$ cat config.mk
export PLATFORM = sky130hd
export DESIGN_NAME = vth_read_detector
export DESIGN_NICKNAME = d
export VERILOG_FILES = /design/src/rtl/vth_read_detector.sv
export SDC_FILE = /design/constraint.sdc
export NUM_CORES = 1
export LEC_CHECK = 0
export CORE_ASPECT_RATIO = 0.8
export CORE_MARGIN = 5
export CORE_UTILIZATION = 51
export CTS_CLUSTER_SIZE = 8
export DETAILED_ROUTE_END_ITERATION = 8
export HOLD_SLACK_MARGIN = 0.08
export PLACE_DENSITY = 0.8
export SLEW_MARGIN = 20
export SYNTH_ARGS = -nofsm -noshare
export SYNTH_HDL_FRONTEND = slang
export SYNTH_SLANG_ARGS = --single-unit
$ cat constraint.sdc
create_clock -name clk -period 4.85 [get_ports clk]
set_clock_uncertainty 0.1 [all_clocks]
set_input_delay 0.7275 -clock clk [delete_from_list [all_inputs] [get_ports clk]]
set_output_delay 0.7275 -clock clk [all_outputs]
set_load 0.01 [all_outputs]
$ cat src/rtl/vth_read_detector.sv
// Quantizes retention-distorted Vth samples into 2-bit MLC symbols and scores them against the written symbols.
// Detection latency 1 cycle; no backpressure: written-symbol FIFO drops on overflow and flags underflow.
module vth_read_detector #(
  parameter int               VTH_W      = 16,
  parameter logic [VTH_W-1:0] THR0_DEF   = 16'h1800,
  parameter logic [VTH_W-1:0] THR1_DEF   = 16'h3000,
  parameter logic [VTH_W-1:0] THR2_DEF   = 16'h4800,
  parameter int               FIFO_DEPTH = 16,
  parameter int               FRAME_LEN  = 4096,
  parameter int               CNT_W      = 32
) (
  input  logic             clk,
  input  logic             reset,
  input  logic             start,
  input  logic             sym_valid,
  input  logic [1:0]       sym_in,
  input  logic             vth_valid,
  input  logic [VTH_W-1:0] vth_in,
  input  logic             thr_wr,
  input  logic [1:0]       thr_sel,
  input  logic [VTH_W-1:0] thr_data,
  output logic             det_valid,
  output logic [1:0]       det_sym,
  output logic             sym_err,
  output logic             busy,
  output logic             frame_done,
  output logic [CNT_W-1:0] sym_err_cnt,
  output logic [CNT_W-1:0] bit_err_cnt,
  output logic             fifo_ovf,
  output logic             fifo_unf
);

  localparam int AW = $clog2(FIFO_DEPTH);
  localparam int SW = $clog2(FRAME_LEN + 1);

  typedef enum logic [1:0] {IDLE, RUN, DONE} state_t;

  state_t state, stateNext;

  logic [VTH_W-1:0] thr0, thr1, thr2;

  logic [1:0]  fifoMem [FIFO_DEPTH];
  logic [AW-1:0] wrPtr, rdPtr;
  logic [AW:0]   fifoCount;
  logic          fifoEmpty, fifoFull, doPush, doPop;
  logic [1:0]    wrSym;

  logic [1:0]    detNext;
  logic          symMismatch;
  logic [1:0]    grayDiff;
  logic [1:0]    bitDiff;
  logic [CNT_W:0] bitSum;
  logic [SW-1:0] sampleCnt;
  logic          frameFull, countEn;

  function automatic logic [1:0] toGray(input logic [1:0] s);
    case (s)
      2'd0:    toGray = 2'b11;
      2'd1:    toGray = 2'b10;
      2'd2:    toGray = 2'b00;
      default: toGray = 2'b01;
    endcase
  endfunction

  // Read references; a write lands on the edge, so a same-cycle sample still sees the old value.
  always_ff @(posedge clk or posedge reset) begin
    if (reset) begin
      thr0 <= THR0_DEF;
      thr1 <= THR1_DEF;
      thr2 <= THR2_DEF;
    end else if (thr_wr) begin
      case (thr_sel)
        2'd0:    thr0 <= thr_data;
        2'd1:    thr1 <= thr_data;
        2'd2:    thr2 <= thr_data;
        default: ;
      endcase
    end
  end

  assign fifoEmpty = (fifoCount == '0);
  assign fifoFull  = (fifoCount == (AW+1)'(FIFO_DEPTH));
  assign doPop     = vth_valid && !fifoEmpty;
  assign doPush    = sym_valid && (!fifoFull || doPop);
  assign wrSym     = fifoMem[rdPtr];

  always_ff @(posedge clk) begin
    if (doPush) fifoMem[wrPtr] <= sym_in;
  end

  always_ff @(posedge clk or posedge reset) begin
    if (reset) begin
      wrPtr     <= '0;
      rdPtr     <= '0;
      fifoCount <= '0;
    end else begin
      if (doPush) wrPtr <= wrPtr + AW'(1);
      if (doPop)  rdPtr <= rdPtr + AW'(1);
      case ({doPush, doPop})
        2'b10:   fifoCount <= fifoCount + (AW+1)'(1);
        2'b01:   fifoCount <= fifoCount - (AW+1)'(1);
        default: fifoCount <= fifoCount;
      endcase
    end
  end

  // Priority compare: unordered thresholds simply resolve to the first match.
  always_comb begin
    detNext = 2'd3;
    if (vth_in < thr0)      detNext = 2'd0;
    else if (vth_in < thr1) detNext = 2'd1;
    else if (vth_in < thr2) detNext = 2'd2;
  end

  assign symMismatch = (detNext != wrSym);
  assign grayDiff    = toGray(detNext) ^ toGray(wrSym);
  assign bitDiff     = {1'b0, grayDiff[0]} + {1'b0, grayDiff[1]};
  assign bitSum      = {1'b0, bit_err_cnt} + (CNT_W+1)'(bitDiff);

  assign frameFull = (sampleCnt == SW'(FRAME_LEN));
  assign countEn   = (state == RUN) && !start && !frameFull && doPop;

  always_ff @(posedge clk or posedge reset) begin
    if (reset) begin
      det_valid <= 1'b0;
      det_sym   <= 2'd0;
      sym_err   <= 1'b0;
    end else begin
      det_valid <= vth_valid;
      if (vth_valid) begin
        det_sym <= detNext;
        sym_err <= doPop && symMismatch;
      end
    end
  end

  always_ff @(posedge clk or posedge reset) begin
    if (reset) state <= IDLE;
    else       state <= stateNext;
  end

  // start from any state (re)opens a frame and suppresses a pending frame_done.
  always_comb begin
    stateNext = state;
    case (state)
      IDLE:    if (start) stateNext = RUN;
      RUN: begin
        if (start)          stateNext = RUN;
        else if (frameFull) stateNext = DONE;
      end
      DONE:    stateNext = start ? RUN : IDLE;
      default: stateNext = IDLE;
    endcase
  end

  assign busy       = (state == RUN);
  assign frame_done = (state == DONE);

  always_ff @(posedge clk or posedge reset) begin
    if (reset) begin
      sym_err_cnt <= '0;
      bit_err_cnt <= '0;
      sampleCnt   <= '0;
    end else if (start) begin
      sym_err_cnt <= '0;
      bit_err_cnt <= '0;
      sampleCnt   <= '0;
    end else if (countEn) begin
      sampleCnt <= sampleCnt + SW'(1);
      if (symMismatch && (sym_err_cnt != '1)) sym_err_cnt <= sym_err_cnt + CNT_W'(1);
      bit_err_cnt <= bitSum[CNT_W] ? '1 : bitSum[CNT_W-1:0];
    end
  end

  // Sticky flags; start clears them even if an event coincides.
  always_ff @(posedge clk or posedge reset) begin
    if (reset) begin
      fifo_ovf <= 1'b0;
      fifo_unf <= 1'b0;
    end else if (start) begin
      fifo_ovf <= 1'b0;
      fifo_unf <= 1'b0;
    end else begin
      if (sym_valid && fifoFull && !vth_valid) fifo_ovf <= 1'b1;
      if (vth_valid && fifoEmpty)              fifo_unf <= 1'b1;
    end
  end

endmodule

==> results <==
- The flow ran to the end, and the final reports show no timing, DRC or antenna violations.
- After global routing the overflow that remains totals 0.
- The number of H-tree branching levels is 4.
- The worst setup slack after placement is -0.3276 ns.
- The number of search-and-repair iterations in the first detailed-routing pass is 5.
- STA classifies the critical path startpoint as an input port.
- Compared with the post-synthesis result, the final layout area differs by 23.79%.
- The part of the power in registers is 0.401.
- By area the synthesized netlist is led by sky130_fd_sc_hd__dfrtp_1 (36%), sky130_fd_sc_hd__edfxtp_1 (10%), sky130_fd_sc_hd__ha_1 (7.8%), sky130_fd_sc_hd__mux2_2 (4.1%), sky130_fd_sc_hd__a21oi_1 (3.0%).
- The area fraction of the dominant cell type after synthesis is 0.3644.
- The source of the worst hold timing path is state[1].
- The worst-case IR drop observed on VDD is between 0.2 and 0.3 mV.
- The floorplan step defined a core boundary enclosing about 0.018 mm2.
- The cell seen most often among critical-path stages is sky130_fd_sc_hd__buf_4.
- The power density over the cells is 387.2 mW/mm2.
- The total wire length after detailed routing is 22.38 mm.
- Entering global routing, the biggest net connects 92 pins.
- The number of max-slew violations in the final report is 0.
- The post-synthesis cell area is 0.009613 mm2.
- No sink is reached through more buffers than the 2 on the longest clock path.
- The final worst hold slack is 0.3683 ns.
- The register bit total from synthesis is 178.
- The number of hold violations in the final report is 0.
- Buffers inserted during clock tree synthesis total 17.
- Timing would allow up to 222.3 MHz.
- The tool flagged a number of max-cap violations equal to 0.
- Across all setup checks in the final design, the least slack found is 0.3513 ns.
- The synthesized net count is roughly 1000.
- The prevailing post-synth register cell is sky130_fd_sc_hd__dfrtp_1.
- The tightest min-delay check is of the reg2reg type.
- Across all layers, the routed design uses 7603 vias.
- The buffer and inverter count on the worst path is 5.
- Setup repair after global routing left no endpoint under its margin.
- The post-synthesis cell type with the largest combined area is sky130_fd_sc_hd__dfrtp_1.
- Synthesis produced 925 cells.
- The global-route wire length before repair is between 30 and 40 mm.
- The number of antenna violations at the first check in global routing was 0.
- The worst-margin pin slew is between 0.9 and 1 ns.
- The setup-violating endpoint count in the final report is 0.
- The worst path needs 4.499 ns of the cycle, external delays included.
- The static leakage is approximately 5 nW.
- The share of total power dissipated in the clock network is 0.299.
- The startpoint of the worst setup timing path is vth_in[13].
- In this run, distinct cell masters in the synthesized netlist total between 60 and 70.
- The share of final-layout standard cells stronger than drive strength 1 is 0.1383.
- After clock tree synthesis, the clock-pin slew on the worst setup and hold paths is 0.07 ns.
- Yosys mapped a number of flops with a built-in enable equal to 32.
- In this design, the stage delay of the slowest critical-path cell is roughly 0.48 ns.
- The first-iteration detailed-routing DRC count is just over 600.
- In this run the core area contains 44 standard-cell rows.
- Buffers inserted to repair hold after CTS numbered 0.
- The die covers 0.02171 mm2.
- The required time of the worst setup path is around 5 ns.
- The remaining number of nets flagged by the antenna check after routing is 0.
- The width of the die is around 160 um.
- The maximum fanout count along the critical path is 6.
- In this run the vertical extent of the chip is between 100 and 150 um.
- After routing the design area is 0.01190 mm2.
- The kind of end point of the critical path is a flip-flop.
- The startpoint identified for the worst register-to-register timing path is rdPtr[0].
- The DRC violations left is 0.
- The switching power total is 1.488 mW.
- For this run, the register share of the synthesized area comes to 0.4808.
- The final clock period utilization by the worst path is 0.9276.
- The internal power component is 3.120 mW.
- The data arrival at the endpoint of the critical path is 4.67 ns.
- The number of input and output port buffers inserted is 113.
- The initial standard-cell utilization of the core is 0.5244.
- The detailed-placement wirelength estimate is ~16 mm.
- The kind of cell with the highest combined delay along the critical path is simple AND/OR/NAND/NOR gates.
- The antenna diode count is 0.
- The synthesized area per cell is 10.39 um2.
- The type of the worst setup path is in2reg.
- Of the total power, the share spent switching nets is 0.3229.
- The total number of clock tree sinks is 178.
- Using the TritonRoute via totals, the vias-per-cell ratio works out to 5.717.
- The signal on the critical path passes through clkdlybuf4s50_1 -> ha_1 -> nand4_1 -> nor3_1 -> buf_4 -> or4b_4 -> nand3_2 -> a21oi_1 -> xnor2_1 -> fa_2 -> inv_1 -> ha_1 -> nand4_1 -> nor2_2 -> buf_4 -> nand2_1 -> nor3_1 -> buf_4 -> nand3_1 -> a21oi_1 -> a211oi_1.
- The number of ports placed on the die boundary is 114.
- TritonCTS built the clock tree.
- The part of the total power dissipated in combinational logic is 0.300.
- Among all stages on the critical path, the largest delay is contributed by sky130_fd_sc_hd__or4b_4.
- The worst pin sits at a relative slew slack of 0.3580.
- The clock latency at the later pin of the worst-skew pair is 0.43 ns.
- At the end of routability-driven placement, the weighted congestion stood at 0.8515.
- In this run the clock root is driven by a sky130_fd_sc_hd__clkbuf_16.
- The detail-routed net length per standard cell is 16.82 um.
- The count of synthesis-stage warnings from yosys is 0.
- The fraction of synthesis flops using an asynchronous set or reset pin is 0.8202.
- The via count of the first global-routing pass is 7378.
- The total placed instance area is 0.01127 mm2.
- In the global route stage, overall resource usage came out at 0.2083.
- The final net count is 1168.
through the flow:
step	utilization	instances	total power, mW	setup TNS [ns]
6_report	0.6491	1330	4.608	0
5_1_grt	0.6491	1330	4.895	0
4_1_cts	0.6467	1329	4.621	0
3_5_place_dp	0.6149	1297	3.241	-5.752
3_3_place_gp	0.6149	1297	3.196	-2.083
2_1_floorplan	-	925	2.808	0
power groups by stage:
stage / Combinational, mW / Clock, mW / Sequential (mW)
floorplan: 0.968 / 0 / 1.84
global placement: 1.33 / 0 / 1.86
CTS: 1.38 / 1.39 / 1.85
global route: 1.56 / 1.46 / 1.87
finish: 1.38 / 1.38 / 1.85
detailed placement: 1.37 / 0 / 1.87
cells in the final DEF, fill, tap and decap left out, types with 6 or more instances in the layout:
master,instances
sky130_fd_sc_hd__ha_1,60
sky130_fd_sc_hd__dfrtp_1,140
sky130_fd_sc_hd__nand3_1,41
sky130_fd_sc_hd__edfxtp_1,32
sky130_fd_sc_hd__and3_1,20
sky130_fd_sc_hd__nor2b_1,10
sky130_fd_sc_hd__nand4_1,23
sky130_fd_sc_hd__nor4_1,8
sky130_fd_sc_hd__and4_1,9
sky130_fd_sc_hd__o21ai_0,32
sky130_fd_sc_hd__or4_1,22
sky130_fd_sc_hd__buf_4,47
sky130_fd_sc_hd__a31oi_1,8
sky130_fd_sc_hd__clkbuf_16,17
sky130_fd_sc_hd__nor3_1,12
sky130_fd_sc_hd__nand2b_1,8
sky130_fd_sc_hd__nand2_1,68
sky130_fd_sc_hd__o31ai_1,18
sky130_fd_sc_hd__dfstp_2,6
sky130_fd_sc_hd__inv_1,65
sky130_fd_sc_hd__clkdlybuf4s50_1,112
sky130_fd_sc_hd__a311oi_1,6
sky130_fd_sc_hd__a21oi_1,58
sky130_fd_sc_hd__xor2_1,12
sky130_fd_sc_hd__xnor2_1,12
sky130_fd_sc_hd__mux2_1,7
sky130_fd_sc_hd__nor2_1,58
sky130_fd_sc_hd__o21a_1,9
sky130_fd_sc_hd__mux4_2,10
sky130_fd_sc_hd__mux2_2,35
sky130_fd_sc_hd__and2_1,20
sequential cells by signal, summed over array words and instances (netlist names), 2 cells and up:
register,count
sampleCnt,13
det_sym,2
fifoMem,32
sym_err_cnt,32
state,2
bit_err_cnt,32
thr1,16
thr2,16
rdPtr,4
wrPtr,4
fifoCount,5
thr0,16
cells in the mapped netlist (22+ instances only):
cell type	count
sky130_fd_sc_hd__or4_1	22
sky130_fd_sc_hd__a21oi_1	58
sky130_fd_sc_hd__mux2_2	35
sky130_fd_sc_hd__nand4_1	23
sky130_fd_sc_hd__clkbuf_1	28
sky130_fd_sc_hd__nor2_1	59
sky130_fd_sc_hd__inv_1	66
sky130_fd_sc_hd__nand2_1	68
sky130_fd_sc_hd__o21ai_0	32
sky130_fd_sc_hd__nand3_1	43
sky130_fd_sc_hd__edfxtp_1	32
sky130_fd_sc_hd__dfrtp_1	140
sky130_fd_sc_hd__ha_1	60
worst register-to-register path, stage by stage (launching register included):
cell	delay (ns)
sky130_fd_sc_hd__dfrtp_1	0.32
sky130_fd_sc_hd__buf_4	0.22
sky130_fd_sc_hd__mux4_2	0.55
sky130_fd_sc_hd__mux4_2	0.54
sky130_fd_sc_hd__inv_2	0.13
sky130_fd_sc_hd__ha_1	0.25
sky130_fd_sc_hd__xnor2_1	0.16
sky130_fd_sc_hd__fa_2	0.39
sky130_fd_sc_hd__inv_1	0.09
sky130_fd_sc_hd__ha_1	0.17
sky130_fd_sc_hd__nand4_1	0.15
sky130_fd_sc_hd__nor2_2	0.14
sky130_fd_sc_hd__buf_4	0.14
sky130_fd_sc_hd__nand2_1	0.10
sky130_fd_sc_hd__nor3_1	0.24
sky130_fd_sc_hd__buf_4	0.18
sky130_fd_sc_hd__nand3_1	0.07
sky130_fd_sc_hd__a21oi_1	0.12
sky130_fd_sc_hd__a211oi_1	0.08
cells by family (layout without fill, tap and decap cells):
kind of cell    count (synthesis)  in the layout  synth area share
fa+ha+maj                      62             62           0.08226
buf+inv                       110            262           0.04517
flops                         178            178            0.4808
simple gates                  321            321            0.1766
xor+xnor                       24             24           0.02187
mux                            53             53           0.07367
compound gates                177            177            0.1196
path summary, 6_finish.rpt:
path / end / slack [ns] / depth (start not counted)
worst min-delay path: state[0] / 0.37 / 1
worst max-delay path: bit_err_cnt[24] / 0.35 / 21
max in group asynchronous: thr1[13] / 3.08 / 3
worst max register to register: bit_err_cnt[24] / 0.54 / 18
min in group asynchronous: sym_err_cnt[0] / 0.75 / 2
worst min register to register: state[0] / 0.37 / 1
final cells by class:
cell class / count / area [um2]
Fill cell: 1418 / 6432
Sequential cell: 178 / 4622
Multi-Input combinational cell: 637 / 4598
Timing Repair Buffer: 162 / 1519
Clock buffer: 18 / 429.2
Tap cell: 253 / 316.6
Inverter: 68 / 260.3
Clock inverter: 14 / 155.1
routing by layer:
layer	track usage	wire length, um	share of wire
met5	0	0	0
met4	0.04984	275	0.012
met3	0.03731	1332	0.060
met2	0.3295	10470	0.47
met1	0.3005	10300	0.46
what timing repair did:
item                                    CTS  global route
resized for setup                         0             8
endpoints found under the setup margin    0            31
setup buffers                             0             1
Note: power is estimated with default switching activity, not from simulation.
==> variant 1: new RTL, same flow settings <==
Add an input register stage for `thr_data`, without a reset; this delays it by one clock. The other inputs are not delayed to match.
--- a/src/rtl/vth_read_detector.sv
+++ b/src/rtl/vth_read_detector.sv
@@ -35,6 +35,12 @@
 
   typedef enum logic [1:0] {IDLE, RUN, DONE} state_t;
 
+  logic [VTH_W-1:0] thr_data_q;
+
+  always_ff @(posedge clk) begin
+    thr_data_q <= thr_data;
+  end
+
   state_t state, stateNext;
 
   logic [VTH_W-1:0] thr0, thr1, thr2;
@@ -70,9 +76,9 @@
       thr2 <= THR2_DEF;
     end else if (thr_wr) begin
       case (thr_sel)
-        2'd0:    thr0 <= thr_data;
-        2'd1:    thr1 <= thr_data;
-        2'd2:    thr2 <= thr_data;
+        2'd0:    thr0 <= thr_data_q;
+        2'd1:    thr1 <= thr_data_q;
+        2'd2:    thr2 <= thr_data_q;
         default: ;
       endcase
     end
Behaviour: not the same (a bounded check fails within 4 cycles, from zero or initial values and one cycle with reset high).
==> variant 1 against the unedited design <==
Cell area rose by 5.5%. Power rose by 7.8%. Wire length rose by 9.9%. Hold slack got worse by 0.0091 ns. Global-route usage rose by 0.47 points. Synthesized cell count rose by 5.5%. Setup slack got worse by 0.13 ns. Non-clock buffer count fell by 7. Area after synthesis rose by 5.8%. Combinational power rose by 12%. Sequential cell count rose by 16. Largest cell class unchanged.
==> variant 1: results (changes against the unedited design) <==
gr usage total: 0.213 (+0.00474)
gpl congestion: 0.842 (-1.1%)
outcome: complete, no violations
Port Buffers: 113 (unchanged)
vias: 8,044 (+5.8%)
Sw Ratio: 0.328 (+0.00539)
Slowest Stage Delay on Critical Path: 0.43 ns (-0.05 ns)
largest fanout on the critical path: 5 (-1)
Unique masters post-synth: 75 (+15%)
largest cells by area after synthesis: dfrtp_1, edfxtp_1, ha_1
setup slack, reg-to-reg: 0.23 ns (-0.31 ns)
Reg2Reg Depth: 20 (+2)
slowest cell on the critical path: fa_2
Ys Warns: 0 (unchanged)
first-pass GRT wire length: 39.6 mm (+6.3%)
ys async rst share: 0.753 (-0.0676)
Leak: 5.33 nW (+6.3%)
post-synthesis sequential area ratio: 0.486 (+0.00535)
RR Endpoint: bit_err_cnt[21]
synthesized net count: 1,080 (+5.0%)
1st-iter DRT viols: 773 (+26%)
layout cells sized above 1: 0.152 (+0.0139)
die area: 0.0229 sq mm (+5.4%)
Reg clk slew, reported paths: 0.08 ns
Critical Path AT: 4.86 ns (+0.19 ns)
vias in the first global route: 7,691 (+4.2%)
DRT Wirelength: 24.6 mm (+9.9%)
largest net degree at the start of global routing: 107 (+16%)
Num CTS Buffers: 17 (unchanged)
DP HPWL: 16.5 mm (+5.4%)
worst slew pin tran: 0.996 ns (+0.0358 ns)
EDFF count, synth: 32 (unchanged)
CP Capture Point: bit_err_cnt[21]
VDD IR-drop max: 0.329 mV (+20%)
synth cell count leaders: dfrtp_1, inv_1, nand2_1
H-tree Lvls: 4 (unchanged)
Setup crit start: vth_in[11]
Final Net Count: 1,214 (+3.9%)
initial antenna violation count: 0 (unchanged)
variant 1: power by group through the flow:
stage                     sequential [mW]  clock [mW]  combinational [mW]
after detailed placement             2.03           0                1.47
final                                2.00        1.42                1.54
after global placement               2.02           0                1.42
after floorplan                      1.99           0                1.03
after CTS                            2.00        1.45                1.49
after global routing                 2.03        1.52                1.72
variant 1: cell families (layout without fill, tap and decap cells):
logic type                 Yosys count  count (layout)  share of synthesized area
adders and majority gates           62              62                     0.0778
other                                0               1                          0
DFF                                194             194                      0.486
AOI/OAI and AO/OA                  194             194                      0.118
and+or+nand+nor                    333             333                      0.178
muxes                               56              56                     0.0735
xor gates and xnor gates            20              20                     0.0172
buffers and inverters              117             264                     0.0491
variant 1: per-layer routing:
layer / routed length (um) / vias to the layer above / global-route usage
met2: 11800 / 238 / 0.341
met3: 1210 / 29 / 0.0445
met1: 11300 / 3984 / 0.306
li1: - / 3793 / -
met4: 256 / 0 / 0.0379
met5: 0 / - / 0
variant 1: cell type report:
class | instances | area (sq um)
clock inverter | 13 | 148
clock buffer | 19 | 443
sequential | 194 | 4940
inverter | 77 | 297
multi-input combinational | 665 | 4880
antenna | 1 | 2.50
timing repair buffer | 155 | 1510
fill | 1523 | 7190
tap | 264 | 330
variant 1: through the flow:
stage	cells	total power [mW]	setup TNS, ns	setup slack, ns	area [sq um]
CTS	1386	4.94	0	0.00530	12400
detailed placement	1354	3.50	-13.05	-0.566	11800
global route	1387	5.27	0	0.0173	12500
finish	1388	4.97	0	0.226	12500
global placement	1354	3.44	-9.54	-0.439	11800
floorplan	976	3.02	0	0.0904	10200
variant 1: how the worst min path moves through the flow:
stage                    from       end  slack [ns]  depth (start not counted)
6_report             state[1]  state[0]        0.36                          1
3_5_place_dp   thr_data_q[11]  thr0[11]        0.34                          2
5_1_grt              state[1]  state[0]        0.39                          1
2_1_floorplan  thr_data_q[11]  thr0[11]        0.31                          2
3_3_place_gp   thr_data_q[12]  thr0[12]        0.34                          2
4_1_cts              state[1]  state[0]        0.36                          1
variant 1: repair_timing:
action	CTS	global route
setup buffers	0	1
pin swaps	1	17
resized for setup	4	37
setup endpoints to repair	23	29
==> variant 2: new RTL, same settings <==
Without the edit above. Change the parameter `VTH_W` from 16 to 32.
--- a/src/rtl/vth_read_detector.sv
+++ b/src/rtl/vth_read_detector.sv
@@ -1,7 +1,7 @@
 // Quantizes retention-distorted Vth samples into 2-bit MLC symbols and scores them against the written symbols.
 // Detection latency 1 cycle; no backpressure: written-symbol FIFO drops on overflow and flags underflow.
 module vth_read_detector #(
-  parameter int               VTH_W      = 16,
+  parameter int               VTH_W      = 32,
   parameter logic [VTH_W-1:0] THR0_DEF   = 16'h1800,
   parameter logic [VTH_W-1:0] THR1_DEF   = 16'h3000,
   parameter logic [VTH_W-1:0] THR2_DEF   = 16'h4800,
Interface: changed (resized thr_data and vth_in); port bits go from 114 to 146. No check against the original RTL was run, so the function may have changed too.
==> variant 2 against the unedited design <==
Register-to-register slack got worse by 0.13 ns. Sequential cell count grew 48. Area after synthesis rose by 30%. Setup slack got worse by 0.20 ns. Cell area up 33%. Wire length grew 39%. Clock power rose by 56%. Power grew 36%. Critical path type unchanged. Largest power group unchanged.
==> variant 2: results (changes against the unedited design) <==
outcome: complete, no violations
Reg2Reg Depth: 20 (+2)
Slowest Stage Delay on Critical Path: 0.44 ns (-0.04 ns)
post-synthesis sequential area ratio: 0.466 (-0.0153)
largest fanout on the critical path: 3 (-3)
1st-iter DRT viols: 759 (+24%)
vias per cell: 5.71 (-0.17%)
synth cell count leaders: dfrtp_1, inv_1, ha_1
Final Net Count: 1,610 (+38%)
worst reg2reg startpoint: thr0[11]
dpl cell area: 0.0147 sq mm (+30%)
layout cells sized above 1: 0.151 (+0.0128)
Unique masters post-synth: 63 (-3.1%)
GR Layer Usage met2: 0.355 (+0.0257)
VDD IR-drop max: 0.247 mV (-10%)
Routed wire per std cell: 17.6 um (+4.6%)
vias in the first global route: 10,100 (+37%)
Critical Path AT: 5.01 ns (+0.34 ns)
clk_lat worst skew: 0.51 ns (+0.08 ns)
ys async rst share: 0.858 (+0.0382)
Post-Place Setup Slack: -0.652 ns (-0.325 ns)
met1 Track Usage GR: 0.308 (+0.00707)
RR Endpoint: bit_err_cnt[29]
placed cell count: 1,706 (+32%)
Rel. slew slack: 0.362 (+0.00408)
initial antenna violation count: 3 (+3)
Leak: 7.04 nW (+41%)
Reg clk slew, reported paths: 0.05 ns (-0.02 ns)
grt met3 use: 0.0340 (-0.00329)
Port Buffers: 145 (+28%)
Gate Count Post-Synth: 1,221 (+32%)
gpl congestion: 0.853 (+0.19%)
final hold slack: 0.377 ns (+0.00878 ns)
synthesized net count: 1,405 (+37%)
==> variant 2: cell types whose count changed after synthesis, moves of 12 or more <==
cell and change:
nand3_1 +12, inv_1 +50, dfrtp_1 +48, a21oi_1 +23, o21ai_0 +40, ha_1 +48
nand2_1 +18, mux2_2 +33
==> variant 2: report_power, final <==
group / total (mW) / internal, mW / leakage, nW / switching, mW
clock network: 2.15 / 1.32 / 0.466 / 0.830
registers: 2.37 / 2.19 / 2.75 / 0.183
logic: 1.75 / 0.823 / 3.82 / 0.928
==> variant 2: final cells by class <==
class / instances / area (sq um)
Clock buffer: 49 / 928
Timing Repair Buffer: 211 / 2010
Inverter: 117 / 443
Fill cell: 1825 / 8430
Sequential cell: 226 / 5820
Multi-Input combinational cell: 836 / 6160
Clock inverter: 3 / 37.5
Tap cell: 318 / 398
Antenna cell: 3 / 7.51
==> variant 2: worst max-delay path by stage <==
stage	slack [ns]	from	endpoint	depth (start not counted)
CTS	0.01	vth_in[7]	bit_err_cnt[7]	20
detailed placement	-0.65	vth_in[21]	bit_err_cnt[7]	21
finish	0.15	vth_in[1]	bit_err_cnt[29]	20
global placement	-0.53	vth_in[21]	bit_err_cnt[31]	20
global route	-0.02	vth_in[1]	bit_err_cnt[13]	21
floorplan	0.19	vth_in[17]	bit_err_cnt[27]	18
==> variant 2: kinds of logic (layout without fill, tap and decap cells) <==
group,Yosys count,after routing,share of synthesized area
AND/OR/NAND/NOR,373,373,0.153
adder cells (fa/ha/maj),110,110,0.111
flip-flops,226,226,0.466
AO/OA/AOI/OAI,237,237,0.114
other,0,3,0
multiplexers,91,91,0.0886
buffers and inverters,159,380,0.0502
XOR/XNOR,25,25,0.0175
==> variant 2: metal layers <==
| metal | wire, um | part of all wire |
|---|---|---|
| met1 | 13600 | 0.44 |
| met2 | 14700 | 0.47 |
| met3 | 1780 | 0.057 |
| met4 | 930 | 0.030 |
| met5 | 0 | 0 |
==> variant 2: what timing repair did <==
item,4_1_cts,5_1_grt
endpoints found under the setup margin,15,30
gates resized for setup,2,25
setup buffers,0,1
pin swaps,0,5
cloned,0,0
==> variant 2: worst register-to-register path, stage by stage (launching register included) <==
cell and delay, ns:
dfstp_2 0.51, inv_1 0.04, ha_1 0.30, buf_4 0.12, nand2_1 0.06, o21ai_0 0.25
a21oi_1 0.12, o22ai_1 0.28, o21ai_2 0.13, or2_2 0.34, xnor2_1 0.16, fa_2 0.35
inv_2 0.08, ha_2 0.19, nand3_2 0.11, nor2_4 0.13, nand3_2 0.09, or3_4 0.40
and2_4 0.18, and3_1 0.18, a211oi_1 0.22
